**config.mk**
```make
export PLATFORM = sky130hd
export DESIGN_NAME = counter_monitor
export DESIGN_NICKNAME = d
export VERILOG_FILES = /design/src/rtl/counter_monitor_pkg.sv /design/src/rtl/counter_monitor_snap.sv /design/src/rtl/counter_monitor.sv
export SDC_FILE = /design/constraint.sdc
export NUM_CORES = 1
export LEC_CHECK = 0
export CORE_ASPECT_RATIO = 0.7
export CORE_MARGIN = 3
export CORE_UTILIZATION = 52
export DETAILED_ROUTE_END_ITERATION = 8
export HOLD_SLACK_MARGIN = 0.06
export PLACE_DENSITY = 0.79
export SYNTH_ARGS = -nofsm -noshare
export SYNTH_HDL_FRONTEND = slang
export SYNTH_HIERARCHICAL = 1
export SYNTH_SLANG_ARGS = --single-unit
```
**constraint.sdc**
```tcl
create_clock -name clk_i -period 4.18 [get_ports clk_i]
set_clock_uncertainty 0.2 [all_clocks]
set_input_delay 0.418 -clock clk_i [delete_from_list [all_inputs] [get_ports clk_i]]
set_output_delay 0.418 -clock clk_i [all_outputs]
set_load 0.05 [all_outputs]
```
**src/rtl/counter_monitor_pkg.sv**
```systemverilog
// Shared types and helpers for the counter monitor.
// Holds the lock FSM state encoding, default parameter values and the
// saturating increment used by the error counter.
package counter_monitor_pkg;

  typedef enum logic [1:0] {
    IDLE   = 2'd0,
    SYNC   = 2'd1,
    LOCKED = 2'd2
  } state_e;

  localparam int unsigned DEF_WIDTH       = 64;
  localparam int unsigned DEF_ERR_CNT_W   = 16;
  localparam int unsigned DEF_SYNC_CYCLES = 2;

  // Working width of sat_inc; error counters up to this width are supported.
  localparam int unsigned SAT_W = 32;

  // Increment that sticks at max_val instead of wrapping.
  function automatic logic [SAT_W-1:0] sat_inc(input logic [SAT_W-1:0] val,
                                               input logic [SAT_W-1:0] max_val);
    logic [SAT_W-1:0] res;
    if (val >= max_val) res = max_val;
    else                res = val + SAT_W'(1);
    return res;
  endfunction

endpackage

```
**src/rtl/counter_monitor_snap.sv**
```systemverilog
// Snapshot capture for the counter monitor.
// Holds one captured counter value plus the error count at capture time and
// offers it on a valid/ready handshake. A request that arrives while an
// unaccepted snapshot is still pending is dropped and reported on snap_ovf_o.
// A request in the same cycle the pending snapshot is taken replaces it.
module counter_monitor_snap
  import counter_monitor_pkg::*;
#(
  parameter int unsigned WIDTH     = DEF_WIDTH,
  parameter int unsigned ERR_CNT_W = DEF_ERR_CNT_W
) (
  input  logic                 clk_i,
  input  logic                 rst_ni,
  input  logic [WIDTH-1:0]     cnt_i,
  input  logic [ERR_CNT_W-1:0] err_cnt_i,
  input  logic                 snap_req_i,
  input  logic                 snap_ready_i,
  output logic                 snap_valid_o,
  output logic [WIDTH-1:0]     snap_data_o,
  output logic [ERR_CNT_W-1:0] snap_err_o,
  output logic                 snap_ovf_o
);

  logic                 r_valid;
  logic [WIDTH-1:0]     r_data;
  logic [ERR_CNT_W-1:0] r_err;
  logic                 r_ovf;

  logic w_consume;
  logic w_accept;
  logic w_drop;

  assign w_consume = r_valid && snap_ready_i;
  assign w_accept  = snap_req_i && (!r_valid || snap_ready_i);
  assign w_drop    = snap_req_i && r_valid && !snap_ready_i;

  // Valid flag: set on capture, cleared once the consumer takes the snapshot.
  always_ff @(posedge clk_i) begin
    if (!rst_ni) begin
      r_valid <= 1'b0;
    end else if (w_accept) begin
      r_valid <= 1'b1;
    end else if (w_consume) begin
      r_valid <= 1'b0;
    end
  end

  // Capture register: only written on an accepted request, so data holds while pending.
  always_ff @(posedge clk_i) begin
    if (!rst_ni) begin
      r_data <= '0;
      r_err  <= '0;
    end else if (w_accept) begin
      r_data <= cnt_i;
      r_err  <= err_cnt_i;
    end
  end

  // Overflow pulse for a request lost against a stalled snapshot.
  always_ff @(posedge clk_i) begin
    if (!rst_ni) begin
      r_ovf <= 1'b0;
    end else begin
      r_ovf <= w_drop;
    end
  end

  assign snap_valid_o = r_valid;
  assign snap_data_o  = r_data;
  assign snap_err_o   = r_err;
  assign snap_ovf_o   = r_ovf;

endmodule

```
**src/rtl/counter_monitor.sv**
```systemverilog
// Counter monitor: checks a free-running up-counter for clean +1 steps,
// locks after SYNC_CYCLES consecutive good increments, counts violations
// seen while locked, flags all-ones -> 0 wraps and serves snapshots.
// Build option COUNTER_MONITOR_STICKY_ERR_EN: when defined err_o is sticky
// until clr_i/reset, otherwise it is a one-cycle pulse per violation.
// ERR_CNT_W must not exceed SAT_W (32).
//
// state  | meaning
// IDLE   | counter held in reset (or just out of reset); nothing to compare yet
// SYNC   | counting consecutive good increments; violations are not errors
// LOCKED | sequence trusted; any bad increment is an error and forces resync
module counter_monitor
  import counter_monitor_pkg::*;
#(
  parameter int unsigned WIDTH       = DEF_WIDTH,
  parameter int unsigned ERR_CNT_W   = DEF_ERR_CNT_W,
  parameter int unsigned SYNC_CYCLES = DEF_SYNC_CYCLES
) (
  input  logic                 clk_i,
  input  logic                 rst_ni,
  input  logic [WIDTH-1:0]     cnt_i,
  input  logic                 cnt_rst_i,
  input  logic                 clr_i,
  output logic                 locked_o,
  output logic                 err_o,
  output logic [ERR_CNT_W-1:0] err_cnt_o,
  output logic                 wrap_o,
  input  logic                 snap_req_i,
  output logic                 snap_valid_o,
  input  logic                 snap_ready_i,
  output logic [WIDTH-1:0]     snap_data_o,
  output logic [ERR_CNT_W-1:0] snap_err_o,
  output logic                 snap_ovf_o
);

  localparam int unsigned SYNC_W = $clog2(SYNC_CYCLES + 1);

  state_e               r_state;
  state_e               w_state_nxt;
  logic [WIDTH-1:0]     r_prev;
  logic [SYNC_W-1:0]    r_sync_cnt;
  logic [SYNC_W-1:0]    w_sync_cnt_nxt;
  logic [SYNC_W-1:0]    w_sync_inc;
  logic [ERR_CNT_W-1:0] r_err_cnt;
  logic [ERR_CNT_W-1:0] w_err_cnt_inc;
  logic                 r_err;
  logic                 r_locked;
  logic                 r_wrap;
  logic                 w_match;
  logic                 w_err_ev;
  logic                 w_wrap_ev;

  // Modular +1 so that all-ones followed by zero is a legal step.
  assign w_match    = (cnt_i == r_prev + WIDTH'(1));
  assign w_sync_inc = r_sync_cnt + SYNC_W'(1);
  assign w_wrap_ev  = (r_state != IDLE) && (r_prev == '1) && (cnt_i == '0);

  assign w_err_cnt_inc = ERR_CNT_W'(sat_inc(SAT_W'(r_err_cnt),
                                            SAT_W'({ERR_CNT_W{1'b1}})));

  // Next-state and error-event decode; upstream counter reset overrides everything.
  always_comb begin
    w_state_nxt    = r_state;
    w_sync_cnt_nxt = r_sync_cnt;
    w_err_ev       = 1'b0;
    if (cnt_rst_i) begin
      w_state_nxt    = IDLE;
      w_sync_cnt_nxt = '0;
    end else begin
      case (r_state)
        IDLE: begin
          w_state_nxt    = SYNC;
          w_sync_cnt_nxt = '0;
        end
        SYNC: begin
          if (w_match) begin
            if (w_sync_inc == SYNC_W'(SYNC_CYCLES)) begin
              w_state_nxt    = LOCKED;
              w_sync_cnt_nxt = '0;
            end else begin
              w_sync_cnt_nxt = w_sync_inc;
            end
          end else begin
            w_sync_cnt_nxt = '0;
          end
        end
        LOCKED: begin
          if (!w_match) begin
            w_err_ev       = 1'b1;
            w_state_nxt    = SYNC;
            w_sync_cnt_nxt = '0;
          end
        end
        default: begin
          w_state_nxt    = IDLE;
          w_sync_cnt_nxt = '0;
        end
      endcase
    end
  end

  // FSM state, previous sample, and the registered lock/wrap indications.
  always_ff @(posedge clk_i) begin
    if (!rst_ni) begin
      r_state    <= IDLE;
      r_sync_cnt <= '0;
      r_prev     <= '0;
      r_locked   <= 1'b0;
      r_wrap     <= 1'b0;
    end else begin
      r_state    <= w_state_nxt;
      r_sync_cnt <= w_sync_cnt_nxt;
      r_prev     <= cnt_i;
      r_locked   <= (r_state == LOCKED);
      r_wrap     <= w_wrap_ev;
    end
  end

  // Error count and flag; a clear in the same cycle as an event wins.
  always_ff @(posedge clk_i) begin
    if (!rst_ni) begin
      r_err_cnt <= '0;
      r_err     <= 1'b0;
    end else if (clr_i) begin
      r_err_cnt <= '0;
      r_err     <= 1'b0;
    end else begin
      if (w_err_ev) begin
        r_err_cnt <= w_err_cnt_inc;
      end
`ifdef COUNTER_MONITOR_STICKY_ERR_EN
      if (w_err_ev) begin
        r_err <= 1'b1;
      end
`else
      r_err <= w_err_ev;
`endif
    end
  end

  counter_monitor_snap #(
    .WIDTH     (WIDTH),
    .ERR_CNT_W (ERR_CNT_W)
  ) u_snap (
    .clk_i        (clk_i),
    .rst_ni       (rst_ni),
    .cnt_i        (cnt_i),
    .err_cnt_i    (r_err_cnt),
    .snap_req_i   (snap_req_i),
    .snap_ready_i (snap_ready_i),
    .snap_valid_o (snap_valid_o),
    .snap_data_o  (snap_data_o),
    .snap_err_o   (snap_err_o),
    .snap_ovf_o   (snap_ovf_o)
  );

  assign locked_o  = r_locked;
  assign err_o     = r_err;
  assign err_cnt_o = r_err_cnt;
  assign wrap_o    = r_wrap;

endmodule

```
; Word level (Yosys, flattened, before mapping)
; Index checks and enable logic that the tools add are counted.
[op_classes]
order_cmp = 1
add_sub_neg = 3
eq_ne = 8
mux = 14
n_reduce_logical = 16
bitwise = 1
[ops]
columns = cell, count
row1 = "adder 64 x 1 -> 64 bit, second input constant", 1
row2 = equality test 64 bit, 1
row3 = "equality test 64 bit, second input constant", 1
row4 = zero test 64 bit, 1
row5 = "adder 16 x 1 -> 16 bit, second input constant", 1
row6 = "greater-or-equal comparator 16 bit, second input constant", 1
row7 = 2-to-1 mux 16 bit, 1
row8 = 2-to-1 mux 2 bit, 6
row9 = logical AND 1 bit, 6
row10 = "inequality test 2 bit, second input constant", 3
row11 = case mux 2 bit (3 select lines), 1
row12 = 2-to-1 mux 1 bit, 5
row13 = "equality test 2 bit, second input constant", 2
row14 = case mux 2 bit (2 select lines), 1
row15 = nonzero test 2 bit, 2
row16 = OR reduction 2 bit, 2
row17 = AND reduction 3 bit, 1
row18 = "adder 2 x 1 -> 2 bit, second input constant", 1
row19 = "equality test 2 x 1 -> 1 bit, second input constant", 1
row20 = zero test 1 bit, 2
row21 = zero test 2 bit, 1
row22 = logical OR 1 bit, 1
row23 = NOT 1 bit, 1
[word_totals]
ff_bits = 169
output_inout_bits = 101
wordCells = 54

; Longest topological paths before layout
; Gate-level depths: netlist of the first run.
[depth]
ltp_word = 5
ltp_mapped = 14
ltp_nobuf = 11

; Hierarchy
; Netlist of the first run, hierarchy kept.
[by_module_without_submodules]
columns = module, seq_area_each_um2, n_inst, area_each_um2, cells_per_inst
row1 = counter_monitor, 1741.7, 1, 5417.7, 653
row2 = counter_monitor_snap, 1641.6, 1, 3345.7, 353

; Worst setup path after synthesis of the first run
; OpenSTA, ideal clock, no wires.
[synth_timing]
kind = flip-flop to flip-flop
from = register r_prev[6]
to = register r_err_cnt[5] (netlist: err_cnt_o[5])
path_slack_ns = 0.830
period_less_slack_ns = 3.350
setup_ns = 0.138
stages_incl_launch_ff = 13
arrival_time_ns = 3.011
cell_sequence = dfxtp_1 and4_1 nand4_4 nor4_2 nand3_1 xnor2_1 or4_1 nor4_2 nand4_2 buf_6 buf_6 a21oi_1 nor3_1
[synth_via]
elab_chain_cells = 5
[synth_lines]
columns = item, line
row1 = from (decl), counter_monitor.sv:40  ; logic [WIDTH-1:0] r_prev;
row2 = from (signal assigned), counter_monitor.sv:113  ; r_prev <= cnt_i;
row3 = adder 64 x 1 -> 64 bit, counter_monitor.sv:54  ; assign w_match = (cnt_i == r_prev + WIDTH'(1));
row4 = equality test 64 bit, counter_monitor.sv:54
row5 = 2-to-1 mux 1 bit, counter_monitor.sv:88  ; if (!w_match) begin
row6 = 2-to-1 mux 1 bit, counter_monitor.sv:70  ; case (r_state)
row7 = 2-to-1 mux 1 bit, counter_monitor.sv:66  ; if (cnt_rst_i) begin
row8 = to (signal assigned), counter_monitor.sv:129  ; r_err_cnt <= w_err_cnt_inc;
row9 = to (decl), counter_monitor.sv:44  ; logic [ERR_CNT_W-1:0] r_err_cnt;
; No other way between the ends.
; A chain may end at the register's enable or synchronous reset.

; Worst setup path after layout of the first run
[layout_timing]
from = register r_prev[26]
to = register r_err_cnt[3] (netlist: err_cnt_o[3])
; The elaborated chain is that of the path after synthesis.

==> impl_metrics.prom, run 1 <==
# TYPE chip_impl_metric gauge
chip_impl_info{name="outcome",value="finished, final reports clean"} 1
chip_impl_metric{name="count_of_warnings_emitted_by_yosys",unit=""} 6
chip_impl_info{name="cp-start-kind",value="register"} 1
chip_impl_metric{name="route.detailed.vias_per_inst",unit=""} 5.70
chip_impl_metric{name="post_route_drc_violation_count",unit=""} 0
chip_impl_info{name="yosysTopAreaCell",value="sky130_fd_sc_hd__dfxtp_1"} 1
chip_impl_metric{name="drv_slew",unit=""} 0
chip_impl_metric{name="synth_sequential_area_ratio",unit="%"} 38.6
chip_impl_metric{name="met3_wirelength",unit="mm"} 2.42
chip_impl_info{name="worst_r2r_startpoint",value="r_prev[26]$_SDFF_PN0_"} 1
chip_impl_metric{name="syn-cell-area",unit="um^2"} 8760
chip_impl_metric{name="syn2layout_area_growth",unit="%"} 26.5
chip_impl_metric{name="fillCellCount",unit=""} 1367
chip_impl_metric{name="synth_enable_flop_cells",unit=""} 0
chip_impl_info{name="tritoncts",value="yes"} 1
chip_impl_metric{name="synth-seq-cells",unit=""} 169
chip_impl_metric{name="dr.first_iter.drc_count",unit=""} 820
chip_impl_metric{name="post-route-util",unit="%"} 67.6
chip_impl_metric{name="dr.pass1.iters",unit=""} 5
chip_impl_metric{name="clock_sink_count",unit=""} 169
chip_impl_metric{name="hold_depth",unit=""} 2
chip_impl_metric{name="max_freq",unit="GHz"} 0.261
chip_impl_metric{name="cts.path.max_buffers",unit=""} 2
chip_impl_info{name="synth_top_flop_cell",value="sky130_fd_sc_hd__dfxtp_1"} 1
chip_impl_metric{name="critPathMaxFanout",unit=""} 33
chip_impl_metric{name="final.hold.worst_slack",unit="ns"} 0.256
chip_impl_metric{name="drive_above_1_share",unit="%"} 6.14
chip_impl_metric{name="cts_htree_levels",unit=""} 4
chip_impl_metric{name="max_slew.worst_pin.slew",unit="ns"} 1.13
chip_impl_metric{name="routed-wl-met2",unit="mm"} 10.4
chip_impl_metric{name="core-area",unit="um^2"} 16400
chip_impl_metric{name="wl_per_cell",unit="um"} 17.7
chip_impl_metric{name="ctsHoldBuffers",unit=""} 0
chip_impl_metric{name="clk_transition_reported_paths",unit="ns"} 0.06
chip_impl_metric{name="fin_tns_setup",unit="ns"} 0
chip_impl_metric{name="maxCapViolations",unit=""} 0
chip_impl_metric{name="worstPathArrival",unit="ns"} 3.96
chip_impl_info{name="hold_path.startpoint",value="u_snap/snap_data_o[42]$_SDFFE_PN0P_"} 1
chip_impl_metric{name="io-pin-count",unit=""} 171
chip_impl_metric{name="r2r_cells",unit=""} 11
chip_impl_metric{name="place_hpwl",unit="mm"} 17.9
chip_impl_metric{name="initial_utilization",unit="%"} 53.4
chip_impl_info{name="hold_path.class",value="reg2reg"} 1
chip_impl_metric{name="timing.final.crit_share",unit="%"} 91.6
chip_impl_metric{name="final-instance-count-excl-fill",unit=""} 1398
chip_impl_info{name="hold-path-endpoint",value="u_snap/snap_data_o[42]$_SDFFE_PN0P_"} 1
chip_impl_metric{name="fp.dieH",unit="um"} 115
chip_impl_metric{name="grt_antenna_before_repair",unit=""} 0
chip_impl_info{name="critPathCaptureType",value="register"} 1
chip_impl_metric{name="die-area",unit="um^2"} 18500
chip_impl_metric{name="antennaDiodeCount",unit=""} 0
chip_impl_metric{name="clock_latency_at_the_later_pin_of_the_worst_skew_pair",unit="ns"} 0.43
chip_impl_metric{name="antenna_violating_nets_post_route",unit=""} 0
chip_impl_info{name="cts.root.buffer_cell",value="sky130_fd_sc_hd__clkbuf_16"} 1
chip_impl_info{name="crit_type",value="reg2reg"} 1
chip_impl_metric{name="number_of_nets_in_the_finished_design",unit=""} 1232
chip_impl_metric{name="power_per_cell_area",unit="nW/um^2"} 360
chip_impl_info{name="r2r-end",value="err_cnt_o[3]$_SDFFE_PP0P_"} 1
chip_impl_metric{name="final_hold_vio_count",unit=""} 0
chip_impl_metric{name="routed-via-count",unit=""} 7970
chip_impl_metric{name="post_synth_num_cell_types",unit=""} 66
chip_impl_info{name="setup_repair_after_global_routing_missed_its_margin",value="no"} 1
chip_impl_metric{name="grt_overflow",unit=""} 0
chip_impl_metric{name="worst_ep_required_time",unit="ns"} 4.31
chip_impl_metric{name="setup_viol",unit=""} 0
chip_impl_metric{name="maxSlewHeadroom",unit="%"} 24.7
chip_impl_metric{name="synth_nets",unit=""} 1078
chip_impl_metric{name="dpl.cell_count",unit=""} 1366
chip_impl_metric{name="r2r_slack",unit="ns"} 0.35
chip_impl_info{name="mostFrequentLayoutCell",value="sky130_fd_sc_hd__nand2_1"} 1
chip_impl_metric{name="grt_max_degree",unit=""} 231
chip_impl_metric{name="cts_made_buffers",unit=""} 17
chip_impl_metric{name="avgSynthCellArea",unit="um^2"} 8.71
chip_impl_info{name="commonest_cells_after_routing_fill_and_taps_aside",value="205 x sky130_fd_sc_hd__nand2_1, 169 x sky130_fd_sc_hd__dfxtp_1, 169 x sky130_fd_sc_hd__clkdlybuf4s50_1"} 1
chip_impl_info{name="first_element_of_the_critical_path",value="r_prev[26]$_SDFF_PN0_"} 1
chip_impl_metric{name="wirelength",unit="mm"} 24.7
chip_impl_metric{name="place.port_buffers",unit=""} 170
chip_impl_metric{name="synth.top_cell.area_share",unit="%"} 38.6
chip_impl_metric{name="fin_crit",unit="ns"} 3.83
chip_impl_metric{name="floorplan.die.width",unit="um"} 161
chip_impl_metric{name="placementRows",unit=""} 39
chip_impl_metric{name="detail_route.wirelength.met1",unit="mm"} 11.5
chip_impl_metric{name="netlist_instances",unit=""} 1006
chip_impl_info{name="top_layer",value="met4"} 1
chip_impl_metric{name="postSynth.asyncResetShare",unit="%"} 0
chip_impl_metric{name="worst_ir_drop_vdd",unit="uV"} 233
chip_impl_metric{name="grt.total_usage",unit="%"} 26.6
chip_impl_metric{name="grt_first_pass_wirelength",unit="mm"} 39.7
chip_impl_metric{name="routabilityCongestion",unit=""} 1.03
chip_impl_info{name="netlist_top_cells_area",value="sky130_fd_sc_hd__dfxtp_1 39%, sky130_fd_sc_hd__mux2i_1 9.6%, sky130_fd_sc_hd__nand2_1 8.8%, sky130_fd_sc_hd__xnor2_1 5.1%, sky130_fd_sc_hd__and2_1 4.9%"} 1
chip_impl_metric{name="vias_in_the_first_global_route",unit=""} 7453
chip_impl_metric{name="static-leakage-power",unit="nW"} 4.06
## cell families after synthesis
logic type | count (synthesis) | share of synthesized area (%)
muxes | 86 | 9.85
buffers and inverters | 51 | 4.30
DFF | 169 | 38.6
xor gates and xnor gates | 87 | 8.70
and+or+nand+nor | 516 | 31.0
AOI/OAI and AO/OA | 95 | 7.30
adders and majority gates | 2 | 0.286
## synth_stat cells, types with 4 or more instances
library cell	n
sky130_fd_sc_hd__nand2_1	205
sky130_fd_sc_hd__dfxtp_1	169
sky130_fd_sc_hd__mux2i_1	84
sky130_fd_sc_hd__and2_1	69
sky130_fd_sc_hd__xnor2_1	51
sky130_fd_sc_hd__nor2_1	41
sky130_fd_sc_hd__nand3_1	40
sky130_fd_sc_hd__xor2_1	36
sky130_fd_sc_hd__a21oi_1	28
sky130_fd_sc_hd__nand4_1	27
sky130_fd_sc_hd__nor4_1	22
sky130_fd_sc_hd__clkbuf_1	21
sky130_fd_sc_hd__nor3_1	21
sky130_fd_sc_hd__and3_1	19
sky130_fd_sc_hd__and4_1	18
sky130_fd_sc_hd__a31oi_1	12
sky130_fd_sc_hd__o21ai_0	12
sky130_fd_sc_hd__buf_2	10
sky130_fd_sc_hd__buf_12	9
sky130_fd_sc_hd__nor2b_1	8
sky130_fd_sc_hd__a211oi_1	6
sky130_fd_sc_hd__nand2b_1	6
sky130_fd_sc_hd__o31ai_1	6
sky130_fd_sc_hd__or4_1	6
sky130_fd_sc_hd__a211oi_2	5
sky130_fd_sc_hd__inv_1	5
sky130_fd_sc_hd__o211ai_1	5
sky130_fd_sc_hd__a311oi_1	4
sky130_fd_sc_hd__nor3b_1	4
## worst max-delay path, cell delays in order (launching register included)
cell and delay (ns):
sky130_fd_sc_hd__dfxtp_1 0.41, sky130_fd_sc_hd__and4_1 0.35, sky130_fd_sc_hd__nand2_1 0.24, sky130_fd_sc_hd__nor4_2 0.46, sky130_fd_sc_hd__nand4_1 0.17, sky130_fd_sc_hd__xnor2_1 0.14, sky130_fd_sc_hd__or4_1 0.55, sky130_fd_sc_hd__nor4_2 0.33
sky130_fd_sc_hd__nand4_2 0.13, sky130_fd_sc_hd__buf_4 0.28, sky130_fd_sc_hd__and2_4 0.21, sky130_fd_sc_hd__a311oi_1 0.25
## through the flow
stage | worst slack [ns] | power [mW] | instance area, um^2
2_1_floorplan | 0.830 | 2.20 | 8760
3_3_place_gp | 0.423 | 2.43 | 10500
3_5_place_dp | 0.328 | 2.44 | 10500
4_1_cts | 0.312 | 4.02 | 11100
5_1_grt | 0.0281 | 4.13 | 11100
6_report | 0.352 | 3.99 | 11100
## metal layers
layer  up-vias  GRT usage, %
li1       3846             -
met1      3764          37.9
met2       329          38.6
met3        31          8.53
met4         0          7.56
met5         -             0
## state kept, by name, summed over array words and instances, names as in the netlist
register	count
err_cnt_o	16
err_o	1
locked_o	1
r_prev	64
r_state	2
r_sync_cnt	2
u_snap/snap_data_o	64
u_snap/snap_err_o	16
u_snap/snap_ovf_o	1
u_snap/snap_valid_o	1
wrap_o	1
## repair_timing
action | 4_1_cts | 5_1_grt
setup buffers | 0 | 0
setup endpoints to repair | 0 | 5
gates resized for setup | 0 | 1
## layout make-up
cell class / instances / area (um^2) / area share (%)
Clock buffer: 18 / 439 / 3.96
Clock inverter: 14 / 146 / 1.32
Inverter: 5 / 18.8 / 0.169
Multi-Input combinational cell: 786 / 5010 / 45.3
Sequential cell: 169 / 3380 / 30.5
Tap cell: 225 / 282 / 2.54
Timing Repair Buffer: 181 / 1800 / 16.2
## how the worst max path moves through the flow
stage / end / slack, ns / depth (start not counted)
after floorplan: err_cnt_o[5]$_SDFFE_PP0P_ / 0.83 / 12
after detailed placement: err_cnt_o[0]$_SDFFE_PP0P_ / 0.33 / 11
after global routing: err_cnt_o[3]$_SDFFE_PP0P_ / 0.03 / 12
after CTS: err_cnt_o[3]$_SDFFE_PP0P_ / 0.31 / 11
final: err_cnt_o[3]$_SDFFE_PP0P_ / 0.35 / 11
after global placement: err_cnt_o[0]$_SDFFE_PP0P_ / 0.42 / 12
## power breakdown
part / total (mW) / internal, mW / switching (mW)
Sequential: 1.75 / 1.69 / 0.0641
Clock: 1.58 / 0.898 / 0.685
Combinational: 0.659 / 0.266 / 0.393
Note: power is estimated with default switching activity, not from simulation.
==> inputs of run 2 (changes only) <==
Settings changed: TNS_END_PERCENT set to 1.
==> results of run 2 <==
Final layout, timing and power as in run 1 (identical DEF).
